==> src/rtl/cpu_fetch_pkg.sv <==
// Shared definitions for the fetch stage: opcode constants, FSM state encoding and opcode-class helpers.
// Used by cpu_fetch and, when CPU_FETCH_JAL_PREDICT_EN is defined, by cpu_fetch_jal_target.
package cpu_fetch_pkg;

  localparam int unsigned XLEN = 32;

  localparam logic [6:0] OPC_JAL    = 7'b1101111;
  localparam logic [6:0] OPC_JALR   = 7'b1100111;
  localparam logic [6:0] OPC_BRANCH = 7'b1100011;

  localparam logic [XLEN-1:0] PC_STEP = 32'd4;

  typedef enum logic [1:0] {
    S_RESET        = 2'd0,
    S_FETCH        = 2'd1,
    S_WAIT_RESOLVE = 2'd2
  } fetch_state_e;

  function automatic logic is_ctrl_flow(input logic [6:0] opcode);
    return (opcode == OPC_JAL) || (opcode == OPC_JALR) || (opcode == OPC_BRANCH);
  endfunction

  function automatic logic is_jal(input logic [6:0] opcode);
    return (opcode == OPC_JAL);
  endfunction

endpackage

==> src/rtl/cpu_fetch_jal_target.sv <==
// Combinational JAL target: sign-extended J-immediate added to the PC of the JAL.
// Only compiled when CPU_FETCH_JAL_PREDICT_EN is defined (the sole user is cpu_fetch under that macro).
`ifdef CPU_FETCH_JAL_PREDICT_EN
module cpu_fetch_jal_target
  import cpu_fetch_pkg::*;
(
  input  logic [XLEN-1:0] i_pc,
  input  logic [31:12]    i_instr_hi,
  output logic [XLEN-1:0] o_target
);

  logic [20:0]     w_imm;
  logic [XLEN-1:0] w_imm_sext;

  assign w_imm      = {i_instr_hi[31], i_instr_hi[19:12], i_instr_hi[20], i_instr_hi[30:21], 1'b0};
  assign w_imm_sext = {{(XLEN-21){w_imm[20]}}, w_imm};
  assign o_target   = i_pc + w_imm_sext;

endmodule
`endif

==> src/rtl/cpu_fetch.sv <==
// Fetch stage behind the instruction cache: owns the PC, one lookup in flight, single output slot for decode.
// Optional macro CPU_FETCH_JAL_PREDICT_EN: JAL redirects in fetch instead of waiting for execute.
module cpu_fetch
  import cpu_fetch_pkg::*;
#(
  parameter logic [31:0] RESET_VECTOR = 32'h0000_0000
) (
  input  logic        i_clock,
  input  logic        i_reset,
  output logic [31:0] o_icache_pc,
  output logic        o_icache_stall,
  input  logic        i_icache_ready,
  input  logic [31:0] i_icache_rdata,
  output logic        o_valid,
  input  logic        i_ready,
  output logic [31:0] o_instruction,
  output logic [31:0] o_pc,
  output logic        o_predicted,
  input  logic        i_resolve,
  input  logic        i_resolve_taken,
  input  logic [31:0] i_resolve_target
);

  localparam logic [31:0] RESET_PC = {RESET_VECTOR[31:2], 2'b00};

  fetch_state_e r_state;
  fetch_state_e w_state_next;
  logic [31:0]  r_pc;
  logic [31:0]  w_pc_next;
  logic         r_inflight;
  logic         w_inflight_next;

  logic         r_valid;
  logic [31:0]  r_instruction;
  logic [31:0]  r_slot_pc;
  logic         r_predicted;

  logic         w_stall;
  logic         w_launch;
  logic         w_accept;
  logic         w_ctrl_flow;
  logic         w_predict_jal;
  logic [31:0]  w_jal_target;
  logic [31:0]  w_pc_plus4;
  logic [31:0]  w_resolve_target;
  logic [1:0]   w_unused_lsbs;

  // A launch needs an idle cache port and a slot that is empty or draining this cycle.
  assign w_stall  = !((r_state == S_FETCH) && !r_inflight && (!r_valid || i_ready));
  assign w_launch = !w_stall;
  // Ready without a lookup of ours outstanding is a leftover from before reset and is dropped.
  assign w_accept = i_icache_ready && r_inflight;

  assign w_ctrl_flow      = is_ctrl_flow(i_icache_rdata[6:0]);
  assign w_pc_plus4       = r_pc + PC_STEP;
  assign w_resolve_target = {i_resolve_target[31:2], 2'b00};
  assign w_unused_lsbs    = i_resolve_target[1:0];

`ifdef CPU_FETCH_JAL_PREDICT_EN
  cpu_fetch_jal_target u_jal_target (
    .i_pc       (r_pc),
    .i_instr_hi (i_icache_rdata[31:12]),
    .o_target   (w_jal_target)
  );
  assign w_predict_jal = is_jal(i_icache_rdata[6:0]);
`else
  assign w_jal_target  = r_pc;
  assign w_predict_jal = 1'b0;
`endif

  always_comb begin
    w_state_next    = r_state;
    w_pc_next       = r_pc;
    w_inflight_next = r_inflight;
    case (r_state)
      S_RESET: begin
        w_state_next = S_FETCH;
      end
      S_FETCH: begin
        if (w_launch) begin
          w_inflight_next = 1'b1;
        end
        if (w_accept) begin
          w_inflight_next = 1'b0;
          if (w_predict_jal) begin
            w_pc_next = w_jal_target;
          end else if (w_ctrl_flow) begin
            w_state_next = S_WAIT_RESOLVE;
          end else begin
            w_pc_next = w_pc_plus4;
          end
        end
      end
      S_WAIT_RESOLVE: begin
        if (i_resolve) begin
          w_pc_next    = i_resolve_taken ? w_resolve_target : w_pc_plus4;
          w_state_next = S_FETCH;
        end
      end
      default: begin
        w_state_next = S_RESET;
      end
    endcase
  end

  always_ff @(posedge i_clock) begin
    if (i_reset) begin
      r_state    <= S_RESET;
      r_pc       <= RESET_PC;
      r_inflight <= 1'b0;
    end else begin
      r_state    <= w_state_next;
      r_pc       <= w_pc_next;
      r_inflight <= w_inflight_next;
    end
  end

  // The slot is only ever written by an accepted return, which could not launch unless it was free.
  always_ff @(posedge i_clock) begin
    if (i_reset) begin
      r_valid       <= 1'b0;
      r_instruction <= 32'd0;
      r_slot_pc     <= 32'd0;
      r_predicted   <= 1'b0;
    end else if (w_accept) begin
      r_valid       <= 1'b1;
      r_instruction <= i_icache_rdata;
      r_slot_pc     <= r_pc;
      r_predicted   <= w_predict_jal;
    end else if (i_ready) begin
      r_valid <= 1'b0;
    end
  end

  assign o_icache_pc    = r_pc;
  assign o_icache_stall = w_stall;
  assign o_valid        = r_valid;
  assign o_instruction  = r_instruction;
  assign o_pc           = r_slot_pc;
  assign o_predicted    = r_predicted;

endmodule

==> config.mk <==
export PLATFORM = sky130hd
export DESIGN_NAME = cpu_fetch
export DESIGN_NICKNAME = d
export VERILOG_FILES = /design/src/rtl/cpu_fetch_pkg.sv /design/src/rtl/cpu_fetch_jal_target.sv /design/src/rtl/cpu_fetch.sv
export SDC_FILE = /design/constraint.sdc
export NUM_CORES = 1
export LEC_CHECK = 0
export CAP_MARGIN = 20
export CELL_PAD_IN_SITES_DETAIL_PLACEMENT = 1
export CELL_PAD_IN_SITES_GLOBAL_PLACEMENT = 2
export CORE_MARGIN = 3
export CORE_UTILIZATION = 21
export DETAILED_ROUTE_END_ITERATION = 8
export GPL_TIMING_DRIVEN = 0
export HOLD_SLACK_MARGIN = 0.03
export PLACE_DENSITY = 0.86
export SETUP_SLACK_MARGIN = 0.4
export SKIP_CTS_REPAIR_TIMING = 1
export SYNTH_ARGS = -nofsm -noshare
export SYNTH_HDL_FRONTEND = slang
export SYNTH_SLANG_ARGS = --single-unit
==> constraint.sdc <==
create_clock -name i_clock -period 2.1 [get_ports i_clock]
set_clock_uncertainty 0.15 [all_clocks]
set_input_delay 0.525 -clock i_clock [delete_from_list [all_inputs] [get_ports i_clock]]
set_output_delay 0.525 -clock i_clock [all_outputs]
set_load 0.01 [all_outputs]
==> summary.txt <==
Yosys
  – Synthesized instance count: 576
  – EDFF count, synth: 0
  – Mapped cell area: 4313 um2
  – Count of cell types in the netlist: 49
  – Most common cell in the netlist: sky130_fd_sc_hd__nand2_1
  – Synth area leader: sky130_fd_sc_hd__dfxtp_1
  – Most frequent cells after synthesis: 165 x sky130_fd_sc_hd__nand2_1, 103 x sky130_fd_sc_hd__a21oi_1, 96 x sky130_fd_sc_hd__dfxtp_1
  – Number of register bits inferred by synthesis: 96
  – Proportion of synthesized chip area in sequential cells: 44.56%
  – Most used flip-flop cell after synthesis: sky130_fd_sc_hd__dfxtp_1
  – Average cell area after synthesis: 7.488 um2
  – Fraction of registers with async set or reset after synthesis: 0%
  – Share of the synthesized area in the top cell type: 44.56%
  – Number of warning messages in the yosys log: 0
  – Leading cell types by total area after synthesis: sky130_fd_sc_hd__dfxtp_1 45%, sky130_fd_sc_hd__nand2_1 14%, sky130_fd_sc_hd__a21oi_1 12%

Detailed routing
  – Average wire per standard cell: 18.57 um
  – Post-detailed-route DRC marker count: 0
  – Number of nets with antenna violations after detailed routing: 0
  – DR iter-0 viols: 180
  – Total routed wirelength: 19.76 mm
  – Number of detailed-route iterations in the first pass: 4
  – Vias/cell: 4.722
  – Via total after detailed routing: 5024

Floorplan
  – Std-Cell Core Area: 19850 um2
  – FP Rows: 51
  – Die boundary width: 149.3 um
  – Number of placed I/O pins: 169
  – Die footprint: 22290 um2
  – Height of the chip: 149.3 um
  – Initial Utilization: 21.73%

Critical path
  – Required time of the worst setup path: 1.42 ns
  – Startpoint class of the critical path: primary input
  – Worst-path cell chain: clkdlybuf4s50_1, nand2b_1, nand3b_1, clkbuf_2
  – Maximum net fanout on the critical path: 2
  – Biggest cell delay along the critical path: 0.45 ns
  – Crit path DAT: 1.36 ns
  – Critical path start-end classification: primary input to output pin
  – Slowest cell on the critical path: sky130_fd_sc_hd__clkdlybuf4s50_1
  – Element type at the critical path end: output pin

Job
  – Max capacitance violation total: 0

Power and ir drop
  – Switching power: 981.9 uW
  – Total power of the final layout: 3993 uW
  – P_leak: 0.004347 uW
  – Internal power contribution: 3011 uW
  – Max rail drop VDD: 0.0003607 V
  – Power density over cell area: 503.6 nW/um2
  – Portion of total power attributed to the clock network: 43.0%
  – Switching part of the total: 24.59%
  – Sequential power share: 46.2%
  – Logic gate share of total power: 10.8%

Final layout
  – Count of filler cells inserted in the layout: 2289
  – Area growth from synthesis to layout: 83.84%
  – Non-Filler Instances: 1064
  – Post-layout nets: 865
  – Fraction of final layout cells sized beyond drive strength 1: 26.28%
  – Final antenna diode count: 0

Global routing
  – Maximum number of pins on one net before global-route repair: 16
  – Number of antenna violations at the first check in global routing: 0
  – Tot GR Track Use: 15.51%
  – Vias in the first global route: 4599
  – Total congestion overflow after global routing: 0
  – Global-route wire length before repair: 26.89 mm

CTS
  – Clock Pin Slew Worst Setup and Hold Paths: 0.07 ns
  – # H-tree levels: 3
  – CTS sink cnt: 96
  – Max Buffers Root-to-Sink: 2
  – CTS Buf Count: 9
  – Clock Root Buffer: sky130_fd_sc_hd__clkbuf_16
  – Worst skew pair latency: 0.36 ns
  – CTS tree: done

Timing
  – Finish-stage setup viols: 0
  – Number of hold violations in the final report: 0
  – Highest clock frequency the design can meet: 490.4 MHz
  – Slew Limit Fails: 0
  – Unrepaired setup endpoints after global routing: yes
  – Post-route fraction of the period consumed by the critical path: 97.11%
  – Post-route minimum period: 2.039 ns

Status
  – Status: completed

Placed design
  – Number of cells in the design after placement: 1006
  – Final GP Congestion: 0.7584
  – Post-DP HPWL: 12.98 mm
  – IO buf count: 161

Min path
  – Worst Hold Class: primary input to flip-flop
==> routing by layer <==
metal,vias to the layer above,part of all wire (%),track usage (%)
li1,2443,-,-
met1,2412,44,21.79
met2,155,48,24.08
met3,14,7.4,3.525
met4,0,1.1,3.982
met5,-,0,0
==> cells in the final DEF, fill, tap and decap left out, types with 5 or more instances in the layout <==
| cell | netlist | final |
|---|---|---|
| sky130_fd_sc_hd__clkbuf_16 | 0 | 11 |
| sky130_fd_sc_hd__nand4_1 | 10 | 10 |
| sky130_fd_sc_hd__dfxtp_1 | 96 | 65 |
| sky130_fd_sc_hd__buf_4 | 5 | 36 |
| sky130_fd_sc_hd__clkbuf_4 | 0 | 6 |
| sky130_fd_sc_hd__nor2_1 | 24 | 22 |
| sky130_fd_sc_hd__o21ai_2 | 1 | 11 |
| sky130_fd_sc_hd__nand2b_1 | 10 | 9 |
| sky130_fd_sc_hd__conb_1 | 1 | 5 |
| sky130_fd_sc_hd__a21oi_2 | 0 | 13 |
| sky130_fd_sc_hd__nand2_1 | 165 | 159 |
| sky130_fd_sc_hd__dfxtp_2 | 0 | 11 |
| sky130_fd_sc_hd__a21oi_1 | 103 | 90 |
| sky130_fd_sc_hd__inv_1 | 6 | 6 |
| sky130_fd_sc_hd__clkdlybuf4s50_1 | 0 | 56 |
| sky130_fd_sc_hd__nor3_1 | 7 | 5 |
| sky130_fd_sc_hd__clkbuf_2 | 0 | 17 |
| sky130_fd_sc_hd__nand3_1 | 12 | 8 |
| sky130_fd_sc_hd__o21ai_1 | 1 | 9 |
| sky130_fd_sc_hd__dfxtp_4 | 0 | 20 |
| sky130_fd_sc_hd__o21bai_1 | 5 | 5 |
| sky130_fd_sc_hd__a31oi_1 | 7 | 6 |
| sky130_fd_sc_hd__o32ai_1 | 5 | 5 |
| sky130_fd_sc_hd__nor4_4 | 1 | 7 |
| sky130_fd_sc_hd__buf_6 | 0 | 21 |
| sky130_fd_sc_hd__dlymetal6s2s_1 | 0 | 98 |
| sky130_fd_sc_hd__clkbuf_1 | 35 | 6 |
==> worst max-delay path: cells and delay by family <==
kind / cells / cell delay, ns
buffers and inverters: 2 / 0.61
AND/OR/NAND/NOR: 2 / 0.23
==> power by group through the flow <==
stage / logic [uW] / registers [uW] / clock network [uW]
6_report: 433 / 1840 / 1720
3_5_place_dp: 396 / 1910 / 0
2_1_floorplan: 134 / 1920 / 0
5_1_grt: 469 / 1850 / 1830
3_3_place_gp: 395 / 1910 / 0
4_1_cts: 398 / 1870 / 1760
==> final cells by class <==
type	count	area, um2	area share [%]
clock inverter	5	56.30	0.7101
tap	265	331.6	4.182
clock buffer	11	242.7	3.061
timing repair buffer	203	2241	28.26
inverter	6	22.52	0.2840
buffer	45	365.4	4.608
multi-input combinational	433	2659	33.53
sequential	96	2011	25.36
==> worst paths after layout <==
| path | to | cells past startpoint | startpoint | slack (ns) |
|---|---|---|---|---|
| worst min-delay path | o_instruction[1] | 3 | i_icache_rdata[1] | 0.30 |
| worst max register to register | o_icache_pc[17] | 6 | o_icache_pc[2] | 0.10 |
| worst min register to register | o_instruction[4] | 2 | o_instruction[4] | 0.30 |
| worst max-delay path | o_icache_stall | 4 | i_ready | 0.06 |
==> kinds of logic (layout without fill, tap and decap cells) <==
| group | after synthesis | after routing | synth area share (%) |
|---|---|---|---|
| simple gates | 259 | 259 | 27.44 |
| compound gates | 168 | 168 | 22.66 |
| flops | 96 | 96 | 44.56 |
| buf+inv | 51 | 270 | 4.961 |
| fa+ha+maj | 1 | 1 | 0.2901 |
| other cells | 1 | 5 | 0.08695 |
==> registers in the layout, summed over array words and instances (netlist names) <==
name and cells:
r_inflight 1, o_pc 30, o_icache_pc 30, o_instruction 32
o_valid 1, r_state 2
==> metrics by stage <==
step	setup slack (ns)	instance area [um2]	util [%]	setup TNS, ns	hold slack, ns
floorplan	0.2053	4486	-	0	0.3028
global placement	-0.4823	6429	32.39	-33.92	0.2911
detailed placement	-0.5194	6429	32.39	-36.37	0.2973
CTS	-0.4320	6728	33.90	-4.356	0.3076
global route	0.01974	7929	39.95	0	0.3063
finish	0.06065	7929	39.95	0	0.2957
(Power assumes the default switching activity.)
